**config.mk**
```make
export PLATFORM = sky130hd
export DESIGN_NAME = apb_pwm_responder
export DESIGN_NICKNAME = d
export VERILOG_FILES = /design/src/rtl/apb_pwm_responder.sv
export SDC_FILE = /design/constraint.sdc
export NUM_CORES = 1
export LEC_CHECK = 0
export BUFFER_PORTS_ARGS = -buffer_cell sky130_fd_sc_hd__buf_4
export CORE_MARGIN = 2
export CORE_UTILIZATION = 42
export DETAILED_ROUTE_END_ITERATION = 12
export PLACE_DENSITY = 0.62
export SKIP_CTS_REPAIR_TIMING = 1
export SYNTH_ARGS = -nofsm -noshare
export SYNTH_HDL_FRONTEND = slang
export SYNTH_SLANG_ARGS = --single-unit
```
**constraint.sdc**
```tcl
create_clock -name clk_i -period 6.15 [get_ports clk_i]
set_input_delay 0.9225 -clock clk_i [delete_from_list [all_inputs] [get_ports clk_i]]
set_output_delay 0.9225 -clock clk_i [all_outputs]
set_load 0.1 [all_outputs]
```
**src/rtl/apb_pwm_responder.sv**
```systemverilog
// APB register-mapped single-channel PWM generator.
// Registers: 0x00 CTRL {SYNC,OE,EN}, 0x04 DIVISOR, 0x08 PERIOD, 0x0C DUTY,
// 0x10 COUNT (read-only). Zero-wait-state responder; pready follows psel.
module apb_pwm_responder #(
  parameter int CNT_W  = 16,
  parameter int ADDR_W = 8
) (
  input  logic              clk_i,
  input  logic              reset_l,
  input  logic              psel,
  input  logic              penable,
  input  logic              pwrite,
  input  logic [ADDR_W-1:0] paddr,
  input  logic [31:0]       pwdata,
  output logic [31:0]       prdata,
  output logic              pready,
  output logic              pslverr,
  output logic              o_pwm,
  output logic              oe_pwm,
  output logic              period_end
);

  logic             r_en, r_oe, r_sync;
  logic [CNT_W-1:0] r_div, r_per, r_duty;
  logic [CNT_W-1:0] r_per_act, r_duty_act;
  logic [CNT_W-1:0] r_pre_cnt, r_cnt;
  logic             r_pwm, r_oe_pwm, r_period_end;

  logic             w_acc, w_addr_ok, w_wr;
  logic             w_sel_ctrl, w_sel_div, w_sel_per, w_sel_duty, w_sel_cnt;
  logic [CNT_W-1:0] w_div_m1, w_per_m1;
  logic             w_tick, w_wrap, w_shadow_ld;
  logic             w_unused_pwdata;

  assign w_acc      = psel & penable;
  assign w_addr_ok  = (paddr[1:0] == 2'b00) & (paddr <= ADDR_W'(16));
  assign w_sel_ctrl = w_addr_ok & (paddr == ADDR_W'(0));
  assign w_sel_div  = w_addr_ok & (paddr == ADDR_W'(4));
  assign w_sel_per  = w_addr_ok & (paddr == ADDR_W'(8));
  assign w_sel_duty = w_addr_ok & (paddr == ADDR_W'(12));
  assign w_sel_cnt  = w_addr_ok & (paddr == ADDR_W'(16));

  assign pready  = psel;
  assign pslverr = w_acc & (~w_addr_ok | (pwrite & w_sel_cnt));
  assign w_wr    = w_acc & pwrite & ~pslverr;

  // Upper write-data bits are intentionally discarded.
  assign w_unused_pwdata = ^pwdata;

  // Read mux: zero-extended register readback, 0 for writes and bad addresses.
  always_comb begin
    prdata = '0;
    if (psel && !pwrite && w_addr_ok) begin
      if (w_sel_ctrl)      prdata[2:0]       = {r_sync, r_oe, r_en};
      else if (w_sel_div)  prdata[CNT_W-1:0] = r_div;
      else if (w_sel_per)  prdata[CNT_W-1:0] = r_per;
      else if (w_sel_duty) prdata[CNT_W-1:0] = r_duty;
      else                 prdata[CNT_W-1:0] = r_cnt;
    end
  end

  // Register writes commit on the edge that ends the access cycle.
  always_ff @(posedge clk_i or negedge reset_l) begin
    if (!reset_l) begin
      r_en   <= 1'b0;
      r_oe   <= 1'b0;
      r_sync <= 1'b0;
      r_div  <= '0;
      r_per  <= '0;
      r_duty <= '0;
    end else if (w_wr) begin
      if (w_sel_ctrl) {r_sync, r_oe, r_en} <= pwdata[2:0];
      if (w_sel_div)  r_div  <= pwdata[CNT_W-1:0];
      if (w_sel_per)  r_per  <= pwdata[CNT_W-1:0];
      if (w_sel_duty) r_duty <= pwdata[CNT_W-1:0];
    end
  end

  assign w_div_m1 = (r_div == '0) ? '0 : r_div - CNT_W'(1);
  assign w_tick   = r_en & (r_pre_cnt == w_div_m1);
  assign w_per_m1 = r_per_act - CNT_W'(1);
  // >= rather than == so a shrunk period wraps on the next tick.
  assign w_wrap   = w_tick & (r_per_act != '0) & (r_cnt >= w_per_m1);

  // A zero active period never wraps, so it is reloaded every cycle to
  // avoid getting stuck at 0 in SYNC mode.
  assign w_shadow_ld = ~r_en | ~r_sync | w_wrap | (r_per_act == '0);

  // Prescaler; a divisor cut below the current count restarts it without a tick.
  always_ff @(posedge clk_i or negedge reset_l) begin
    if (!reset_l)                          r_pre_cnt <= '0;
    else if (!r_en)                        r_pre_cnt <= '0;
    else if (w_tick || r_pre_cnt > w_div_m1) r_pre_cnt <= '0;
    else                                   r_pre_cnt <= r_pre_cnt + CNT_W'(1);
  end

  // Period counter, held at 0 when disabled or when the period is zero.
  always_ff @(posedge clk_i or negedge reset_l) begin
    if (!reset_l)                            r_cnt <= '0;
    else if (!r_en || r_per_act == '0 || w_wrap) r_cnt <= '0;
    else if (w_tick)                         r_cnt <= r_cnt + CNT_W'(1);
  end

  // Active period/duty shadows: track registers, or load at wrap in SYNC mode.
  always_ff @(posedge clk_i or negedge reset_l) begin
    if (!reset_l) begin
      r_per_act  <= '0;
      r_duty_act <= '0;
    end else if (w_shadow_ld) begin
      r_per_act  <= r_per;
      r_duty_act <= r_duty;
    end
  end

  // Registered outputs so o_pwm and period_end are glitch-free.
  always_ff @(posedge clk_i or negedge reset_l) begin
    if (!reset_l) begin
      r_pwm        <= 1'b0;
      r_oe_pwm     <= 1'b0;
      r_period_end <= 1'b0;
    end else begin
      r_pwm        <= r_en & (r_per_act != '0) & (r_cnt < r_duty_act);
      r_oe_pwm     <= r_oe;
      r_period_end <= w_wrap;
    end
  end

  assign o_pwm      = r_pwm;
  assign oe_pwm     = r_oe_pwm;
  assign period_end = r_period_end;

endmodule

```
==> out/metrics.cfg, run 1 <==
[yosys]
syn_inst = 722
synth_area_leaders = dfrtp_1 (39%), ha_1 (8.4%), mux2_2 (7.7%), mux2_4 (5.8%), nand2_1 (3.4%)
synthFlopType = dfrtp_1
async_flop_share_pct = 100
seq_area_frac_synth_pct = 39.0
yosysTopAreaCell = dfrtp_1
syn-mean-instance-area_sq_um = 10.5
synth_edf_count = 0
synth.cell_area_sq_um = 7570
yosys_register_bits = 118
ys_types = 67
netlist.area_leader.share_pct = 39.0
yosysWarnings = 0

[critical_path]
worst-endpoint-arrival_ps = 4990
critical_path_class = register to register
path_max_fanout = 22
cp_slowest_stage_delay_ps = 790
crit_buf_inv = 1
cp_top_family = simple AND/OR/NAND/NOR gates
crit_path_cell_trace = or4_1 -> or3_4 -> or4_4 -> nor3_1 -> a21oi_1 -> ha_1 -> nand4_1 -> or4_2 -> o211ai_4 -> buf_12 -> mux2_2
crit_required_ps = 6460
end_kind = register
worst_setup_path_start_kind = register
cpMaxStageDelayCell = or4_2

[clock_tree]
root_buffer = clkbuf_16
cts.sinks = 118
path_clk_slew_ps = 60
cts_tree = built
clkLatencyLatePin_ps = 420
cts_buffers = 17
htree_levels = 4
clockBufferDepth = 2

[sta]
tns_ps = 0
hold_viol = 0
fmax_ghz = 0.214
slew_viol_final = 0
slew_headroom_pct = 20.5
final.min_clock_period_ps = 4680
holdWs_ps = 394
rsz0062_at_grt = no
setup_viol = 0
worstMarginPinSlew_ps = 1180
final.period_utilization_pct = 76.2
fin_skew_ps = 9.71

[detailed_routing]
vias = 5564
met2_length_um = 8360
ant_nets = 0
drc = 0
wl_um = 17900
drt-pass1-iter-count = 7
highest_layer = met4
wl_met1_um = 8560
routed_via_density = 5.51
avgRoutedWirePerCell_um = 17.7
met3_wirelength_um = 765
drt-initial-drc-count = 374

[place]
gp_congestion = 0.832
place_area_sq_um = 8010
port_buffers = 49
dp_hpwl_um = 12900

[floorplanning]
core_sq_um = 17800
die_y_um = 138
num_rows = 49
io_pins = 82
die-area_sq_um = 19100
initial_core_util_pct = 42.4
die_w_um = 138

[finish]
num-nets-final = 866
area_growth_pct = 13.5
final_layout_size_suffix_gt1_share_pct = 23.9
diodes = 0
final_design_area_no_fill_sq_um = 8590
fillers = 1656

[pwr]
leakage_uw = 0.00414
pwr_density_cell_nw_per_um2 = 216
peakVddDrop_mv = 0.226

[global_route]
overflow = 0
grt_pass1_wl_um = 29800
grt_max_degree = 71
antenna_found_initial = 0
grt_usage_pct = 19.6
grt_pass1_vias = 5472

[run_status]
outcome = complete, no violations

[run]
drv_cap = 0

[worst_hold_path]
hold_class = register to register

==> path summary, 6_finish.rpt <==
path,cells after the start,from,slack [ps],endpoint
max reg2reg,11,r_div[7],1470,r_duty_act[15]
max in group asynchronous,2,reset_l,4320,r_duty_act[5]
min,0,r_oe,390,oe_pwm
max,11,r_div[7],1470,r_duty_act[15]
min in group asynchronous,1,reset_l,640,r_duty_act[11]
min reg2reg,0,r_oe,390,oe_pwm
==> per-stage QoR <==
stage | total power [uW] | setup WS, ps | std cells | util, %
after floorplan | 864 | 1390 | 737 | -
after global placement | 898 | 1450 | 980 | 44.9
after detailed placement | 898 | 1450 | 980 | 44.9
after CTS | 1880 | 1410 | 1010 | 48.1
after global routing | 1930 | 1260 | 1010 | 48.1
final | 1860 | 1470 | 1010 | 48.1
==> kinds of logic after synthesis <==
family | share of synthesized area (%)
adder cells (fa/ha/maj) | 8.43
AO/OA/AOI/OAI | 10.3
XOR/XNOR | 4.17
other | 0.0495
AND/OR/NAND/NOR | 16.6
flip-flops | 39.0
buffers and inverters | 5.50
multiplexers | 15.9
==> layer usage <==
layer	global-route usage, %	up-vias
li1	-	2677
met1	27.4	2741
met2	31.0	129
met3	3.91	17
met4	5.59	0
met5	0	-
==> where the power goes <==
part	switching, uW	internal, uW
combinational	85.3	20.4
sequential	0.219	777
clock	355	620
==> cell type report <==
cell class	count	area, sq um	share of cell area (%)
Inverter	29	109	1.27
Sequential cell	118	2950	34.4
Timing Repair Buffer	53	410	4.78
Clock buffer	21	470	5.48
Multi-Input combinational cell	551	4260	49.6
Clock inverter	9	103	1.19
Tap cell	229	287	3.34
==> flip-flops by register name (all words and copies together) (netlist names) <==
name,flops
o_pwm,1
oe_pwm,1
period_end,1
r_cnt,16
r_div,16
r_duty,16
r_duty_act,16
r_en,1
r_oe,1
r_per,16
r_per_act,16
r_pre_cnt,16
r_sync,1
==> worst register-to-register path, cell delays in order, from the launching register on <==
cell and delay [ps]:
dfrtp_1 450, or4_1 590, or3_4 370, or4_4 490, nor3_1 140, a21oi_1 60, ha_1 310, nand4_1 150
or4_2 790, o211ai_4 560, buf_12 300, mux2_2 360
==> cells in the final DEF (no fill, tap or decap), types with 4 or more instances in the layout <==
cell type / n
a21oi_1: 37
a22oi_1: 5
and2_1: 4
and3_1: 9
buf_4: 52
clkbuf_16: 17
clkinv_2: 4
conb_1: 16
dfrtp_1: 118
ha_1: 51
inv_1: 29
mux2_1: 4
mux2_2: 52
mux2_4: 29
mux2i_1: 14
nand2_1: 68
nand2b_1: 7
nand3_1: 25
nand4_1: 16
nor2_1: 40
nor2b_1: 6
nor3_1: 17
nor4_1: 10
o211ai_1: 17
o21ai_0: 17
o31ai_1: 6
or3_1: 8
or4_1: 4
xnor2_1: 19
xor2_1: 17
==> Yosys cell counts, drive strengths merged, types with 2 or more instances <==
master / instances
nand2b: 8
xor2: 17
xnor2: 19
or2: 3
and2: 4
o211a: 2
nor2b: 6
a21o: 3
ha: 51
o22ai: 2
nand2: 71
nor4: 11
clkbuf: 7
o21a: 2
o31ai: 8
nor3: 18
o21ai: 20
mux2: 85
nand3: 26
nand4: 16
o31a: 2
buf: 32
a222oi: 3
o211ai: 18
nor2: 42
a211o: 3
a22oi: 5
a21oi: 38
mux2i: 14
or4: 8
dfrtp: 118
a31oi: 2
or3: 11
inv: 29
and3: 9
Power figures use the tool's default switching activity.
==> inputs of run 2 (changes only) <==
Clock period 6.15 ns to 4.7 ns, I/O delays scaled along.
==> run 2 against run 1 <==
  * Largest cell class unchanged
  * Hold slack better by 4.2 ps
  * Global-route usage is 0.29 points lower
  * Clock power rose by 31%
  * Final cell count increased by 0.89%
  * Highest routed layer unchanged
  * Critical path type unchanged
  * Clock-buffer cell count stayed put
  * Critical endpoint unchanged
  * Final area is 0.79% higher
  * Non-clock buffer count up 9
==> out/metrics.cfg, run 2 (synthesized netlist as in run 1, its figures left out) <==
[run_status]
outcome = complete, no violations  ; unchanged

[floorplanning]
core_sq_um = 17800  ; unchanged
die_y_um = 138  ; unchanged
num_rows = 49  ; unchanged
initial_core_util_pct = 42.4  ; unchanged
die-area_sq_um = 19100  ; unchanged
io_pins = 82  ; unchanged
die_w_um = 138  ; unchanged

[clock_tree]
clkLatencyLatePin_ps = 430  ; was 420 ps
clockBufferDepth = 2  ; unchanged
cts_tree = built  ; unchanged
htree_levels = 4  ; unchanged
root_buffer = clkbuf_16  ; unchanged
path_clk_slew_ps = 60  ; about the same
cts_buffers = 17  ; unchanged
cts.sinks = 118  ; unchanged

[detailed_routing]
wl_um = 17800  ; was 17900 um
drt-initial-drc-count = 276  ; was 374
drt-pass1-iter-count = 7  ; unchanged
routed_via_density = 5.39  ; was 5.51
ant_nets = 0  ; unchanged
avgRoutedWirePerCell_um = 17.5  ; was 17.7 um
vias = 5497  ; was 5564
drc = 0  ; unchanged

[finish]
final_cells = 1019  ; was 1010
final_layout_size_suffix_gt1_share_pct = 24.8  ; was 23.9%
seq_area_sq_um = 2950  ; unchanged
diodes = 0  ; unchanged
fillers = 1644  ; was 1656
area_growth_pct = 14.3  ; was 13.5%
multi_input_area_sq_um = 4260  ; unchanged
final_design_area_no_fill_sq_um = 8650  ; was 8590 sq um
final_cell_mix = dfrtp_1 (118), nand2_1 (68), buf_4 (61)  ; was dfrtp_1 (118), nand2_1 (68), mux2_2 (52), buf_4 (52), ha_1 (51)
layout_commonest_cell = dfrtp_1  ; unchanged
num-nets-final = 875  ; was 866

[critical_path]
r2r_slack_ps = 180  ; was 1470 ps
worst-endpoint-arrival_ps = 4840  ; was 4990 ps
path_max_fanout = 20  ; was 22
end_kind = register  ; unchanged
worst_setup_path_start_kind = register  ; unchanged
crit_required_ps = 5010  ; was 6460 ps
critical_path_class = register to register  ; unchanged

[sta]
fmax_ghz = 0.221  ; was 0.214 GHz
hold_viol = 0  ; unchanged
rsz0062_at_grt = no  ; unchanged
final.min_clock_period_ps = 4520  ; was 4680 ps
fin_skew_ps = 6.75  ; was 9.71 ps
final.period_utilization_pct = 96.2  ; was 76.2%
holdWs_ps = 398  ; was 394 ps
layout_setup_ws_ps = 179  ; was 1470 ps
tns_ps = 0  ; unchanged
slew_viol_final = 0  ; unchanged
worstMarginPinSlew_ps = 903  ; was 1180 ps
setup_viol = 0  ; unchanged
slew_headroom_pct = 39.8  ; was 20.5%

[place]
dp_hpwl_um = 12900  ; about the same
port_buffers = 49  ; unchanged
place_inst = 989  ; was 980
dp_slack_ps = 268  ; was 1450 ps
gp_congestion = 0.839  ; was 0.832
place_area_sq_um = 8080  ; was 8010 sq um

[worst_hold_path]
hold_class = input port to async pin  ; was register to register

[global_route]
grt_usage_pct = 19.3  ; was 19.6%
overflow = 0  ; unchanged
grt_max_degree = 70  ; was 71
grt_pass1_wl_um = 29000  ; was 29800 um
grt_pass1_vias = 5489  ; was 5472
antenna_found_initial = 0  ; unchanged

[pwr]
leakage_uw = 0.00419  ; was 0.00414 uW
peakVddDrop_mv = 0.275  ; was 0.226 mV
pwr_density_cell_nw_per_um2 = 281  ; was 216 nW/um^2

[run]
drv_cap = 0  ; unchanged

-- run 2: cell types whose count changed in the layout (fill, tap and decap cells not counted) --
| cell | change |
|---|---|
| buf_4 | +9 |
-- run 2: power by group --
group / switching (uW) / internal [uW]
sequential: 0.272 / 1020
clock: 465 / 810
combinational: 112 / 27.3
-- run 2: area by class of cell --
type	instances	share of cell area (%)
multi-input combinational	551	49.2
inverter	29	1.26
tap	229	3.31
timing repair buffer	62	5.52
sequential	118	34.1
clock buffer	21	5.44
clock inverter	9	1.19
-- run 2: routing by layer --
layer / vias to the layer above / share of wire (%) / routed length (um) / GRT usage [%]
li1: 2688 / - / - / -
met1: 2664 / 48 / 8630 / 26.5
met2: 123 / 46 / 8210 / 30.2
met3: 22 / 3.9 / 694 / 4.54
met4: 0 / 1.6 / 285 / 6.50
met5: - / 0 / 0 / 0
-- run 2: critical path, stage by stage, from the launching register on --
cell      delay, ps
dfrtp_1         440
or4_1           560
or3_4           380
or4_4           490
nor3_1          160
a21oi_1          70
ha_1            330
nand4_1         160
or4_2           810
o211ai_4        400
buf_12          250
mux2_2          350
-- run 2: path summary, 6_finish.rpt --
path | start | to | cells after the start
max in group asynchronous | reset_l | r_cnt[11] | 2
min in group clk_i | r_oe | oe_pwm | 0
hold / removal | reset_l | r_duty_act[11] | 1
setup reg to reg | r_div[8] | r_duty_act[15] | 11
setup / recovery | r_div[8] | r_duty_act[15] | 11
hold reg to reg | r_oe | oe_pwm | 0
-- run 2: metrics by stage --
step           total power (uW)  utilization (%)
2_1_floorplan              1130                -
3_3_place_gp               1180             45.3
3_5_place_dp               1180             45.3
4_1_cts                    2460             48.5
5_1_grt                    2510             48.5
6_report                   2430             48.5
==> inputs of run 3 (changes only) <==
Settings changed: CELL_PAD_IN_SITES_DETAIL_PLACEMENT set to 1, CELL_PAD_IN_SITES_GLOBAL_PLACEMENT set to 2, CORE_UTILIZATION 42 to 39, PLACE_DENSITY 0.62 to 0.83.
==> run 3 against run 2 <==
  * First-iteration DRC count up 4.0%
  * Global-route usage increased by 1.9 points
  * Hold slack got worse by 320 ps
  * Register-to-register slack about the same
  * Final area up 1.3%
  * Core utilization shrank 2.1 points
  * Combinational power increased by 3%
  * Critical endpoint is now r_duty_act[0]
  * Largest cell class unchanged
==> out/metrics.cfg, run 3 (synthesized netlist as in run 1, its figures left out) <==
[clock_tree]
clkLatencyLatePin_ps = 430  ; about the same
cts_tree = built  ; unchanged
htree_levels = 4  ; unchanged
clockBufferDepth = 2  ; unchanged
root_buffer = clkbuf_16  ; unchanged
cts.sinks = 118  ; unchanged
cts_buffers = 17  ; unchanged
path_clk_slew_ps = 60  ; about the same

[pwr]
clkPwrFrac_pct = 55.6  ; was 52.4%
switching_share_pct = 22.4  ; was 23.7%
switchingPower_uw = 586  ; was 577 uW
leakage_uw = 0.00422  ; was 0.00419 uW
pwr_density_cell_nw_per_um2 = 298  ; was 281 nW/um^2
p_total_uw = 2620  ; was 2430 uW
cell_internal_pwr_uw = 2030  ; was 1850 uW
peakVddDrop_mv = 0.231  ; was 0.275 mV
p_seq_share_pct = 38.9  ; was 41.8%
comb_power_share_pct = 5.5  ; was 5.7%

[sta]
rsz0062_at_grt = no  ; unchanged
tns_ps = 0  ; unchanged
holdWs_ps = 78.9  ; was 398 ps
final.period_utilization_pct = 96.4  ; was 96.2%
slew_headroom_pct = 45.1  ; was 39.8%
worstMarginPinSlew_ps = 823  ; was 903 ps
hold_viol = 0  ; unchanged
final.min_clock_period_ps = 4530  ; was 4520 ps
slew_viol_final = 0  ; unchanged
setup_viol = 0  ; unchanged
fin_skew_ps = 9.51  ; was 6.75 ps
fmax_ghz = 0.221  ; about the same

[floorplanning]
io_pins = 82  ; unchanged
die_w_um = 143  ; was 138 um
die_y_um = 143  ; was 138 um
core_sq_um = 18900  ; was 17800 sq um
die-area_sq_um = 20500  ; was 19100 sq um
initial_core_util_pct = 40.1  ; was 42.4%
num_rows = 50  ; was 49

[global_route]
grt_max_degree = 61  ; was 70
overflow = 0  ; unchanged
grt_usage_pct = 21.2  ; was 19.3%
grt_pass1_vias = 6048  ; was 5489
grt_pass1_wl_um = 33000  ; was 29000 um
antenna_found_initial = 0  ; unchanged

[run]
drv_cap = 0  ; unchanged

[detailed_routing]
drt-pass1-iter-count = 5  ; was 7
drc = 0  ; unchanged
routed_via_density = 5.47  ; was 5.39
wl_um = 20700  ; was 17800 um
drt-initial-drc-count = 287  ; was 276
vias = 5742  ; was 5497
ant_nets = 0  ; unchanged
avgRoutedWirePerCell_um = 19.7  ; was 17.5 um

[critical_path]
path_max_fanout = 32  ; was 20
worst_setup_path_start_kind = register  ; unchanged
worst-endpoint-arrival_ps = 4840  ; about the same
crit_path_cell_trace = or4_1 -> or3_4 -> or4_4 -> nor3_1 -> a21oi_1 -> ha_1 -> nand4_1 -> or4_2 -> o211ai_4 -> buf_12 -> mux2_2  ; unchanged
r2r-start = r_div[7]  ; was r_div[8]
crit_required_ps = 5010  ; about the same
critPathLaunch = r_div[7]  ; was r_div[8]
end_kind = register  ; unchanged
cpMaxStageDelayCell = or4_2  ; unchanged
cp_slowest_stage_delay_ps = 820  ; was 810 ps
critical_path_class = register to register  ; unchanged

[finish]
diodes = 0  ; unchanged
num-nets-final = 873  ; was 875
final_cell_mix = dfrtp_1 (118), nand2_1 (68), buf_4 (59)  ; was dfrtp_1 (118), nand2_1 (68), buf_4 (61)
final_layout_size_suffix_gt1_share_pct = 24.8  ; unchanged
area_growth_pct = 15.9  ; was 14.3%
layout_commonest_cell = dfrtp_1  ; unchanged

[worst_hold_path]
hold_class = input port to async pin  ; unchanged

[place]
dp_hpwl_um = 15200  ; was 12900 um
port_buffers = 49  ; unchanged
gp_congestion = 0.814  ; was 0.839

[run_status]
outcome = complete, no violations  ; unchanged

run 3: layout make-up:
type                       count  area [sq um]
clock buffer                  25           526
sequential                   118          2950
timing repair buffer          60           463
multi-input combinational    551          4260
tap                          260           325
clock inverter                 7           138
fill                        2101         10100
inverter                      29           109
run 3: per-stage QoR:
| step | util (%) | std cells | setup WS, ps | instance area [sq um] |
|---|---|---|---|---|
| after floorplan | - | 737 | 372 | 7620 |
| after global placement | 42.9 | 1018 | 278 | 8110 |
| after detailed placement | 42.9 | 1018 | 244 | 8110 |
| after CTS | 46.4 | 1050 | 159 | 8770 |
| after global routing | 46.4 | 1050 | 38.6 | 8770 |
| final | 46.4 | 1050 | 168 | 8770 |
run 3: layer usage:
metal	vias up	wire (um)	global-route usage (%)	part of all wire, %
met5	-	0	0	0
met2	102	10200	36.5	49
met1	2912	9230	26.6	45
met3	27	758	4.50	3.7
met4	0	447	6.81	2.2
li1	2701	-	-	-
run 3: worst paths after layout:
kind | endpoint | slack (ps) | cells after the start
worst max-delay path | r_duty_act[0] | 170 | 11
worst min-delay path | r_div[10] | 80 | 1
worst max register to register | r_duty_act[0] | 170 | 11
worst min register to register | oe_pwm | 400 | 0
max in group asynchronous | r_cnt[6] | 3660 | 2
min in group clk_i | oe_pwm | 400 | 0
run 3: critical path: cells and delay by family, from the launching register on:
kind                     cells  cell delay [ps]
multiplexers                 1              370
AND/OR/NAND/NOR              6             2640
flip-flops                   1              450
adder cells (fa/ha/maj)      1              340
buffers and inverters        1              270
AO/OA/AOI/OAI                2              310
run 3: power by group through the flow:
stage,Combinational [uW],Sequential [uW],Clock [uW]
2_1_floorplan,95.7,1040,0
3_3_place_gp,141,1030,0
3_5_place_dp,144,1030,0
4_1_cts,145,1020,1480
5_1_grt,152,1020,1530
6_report,143,1020,1460
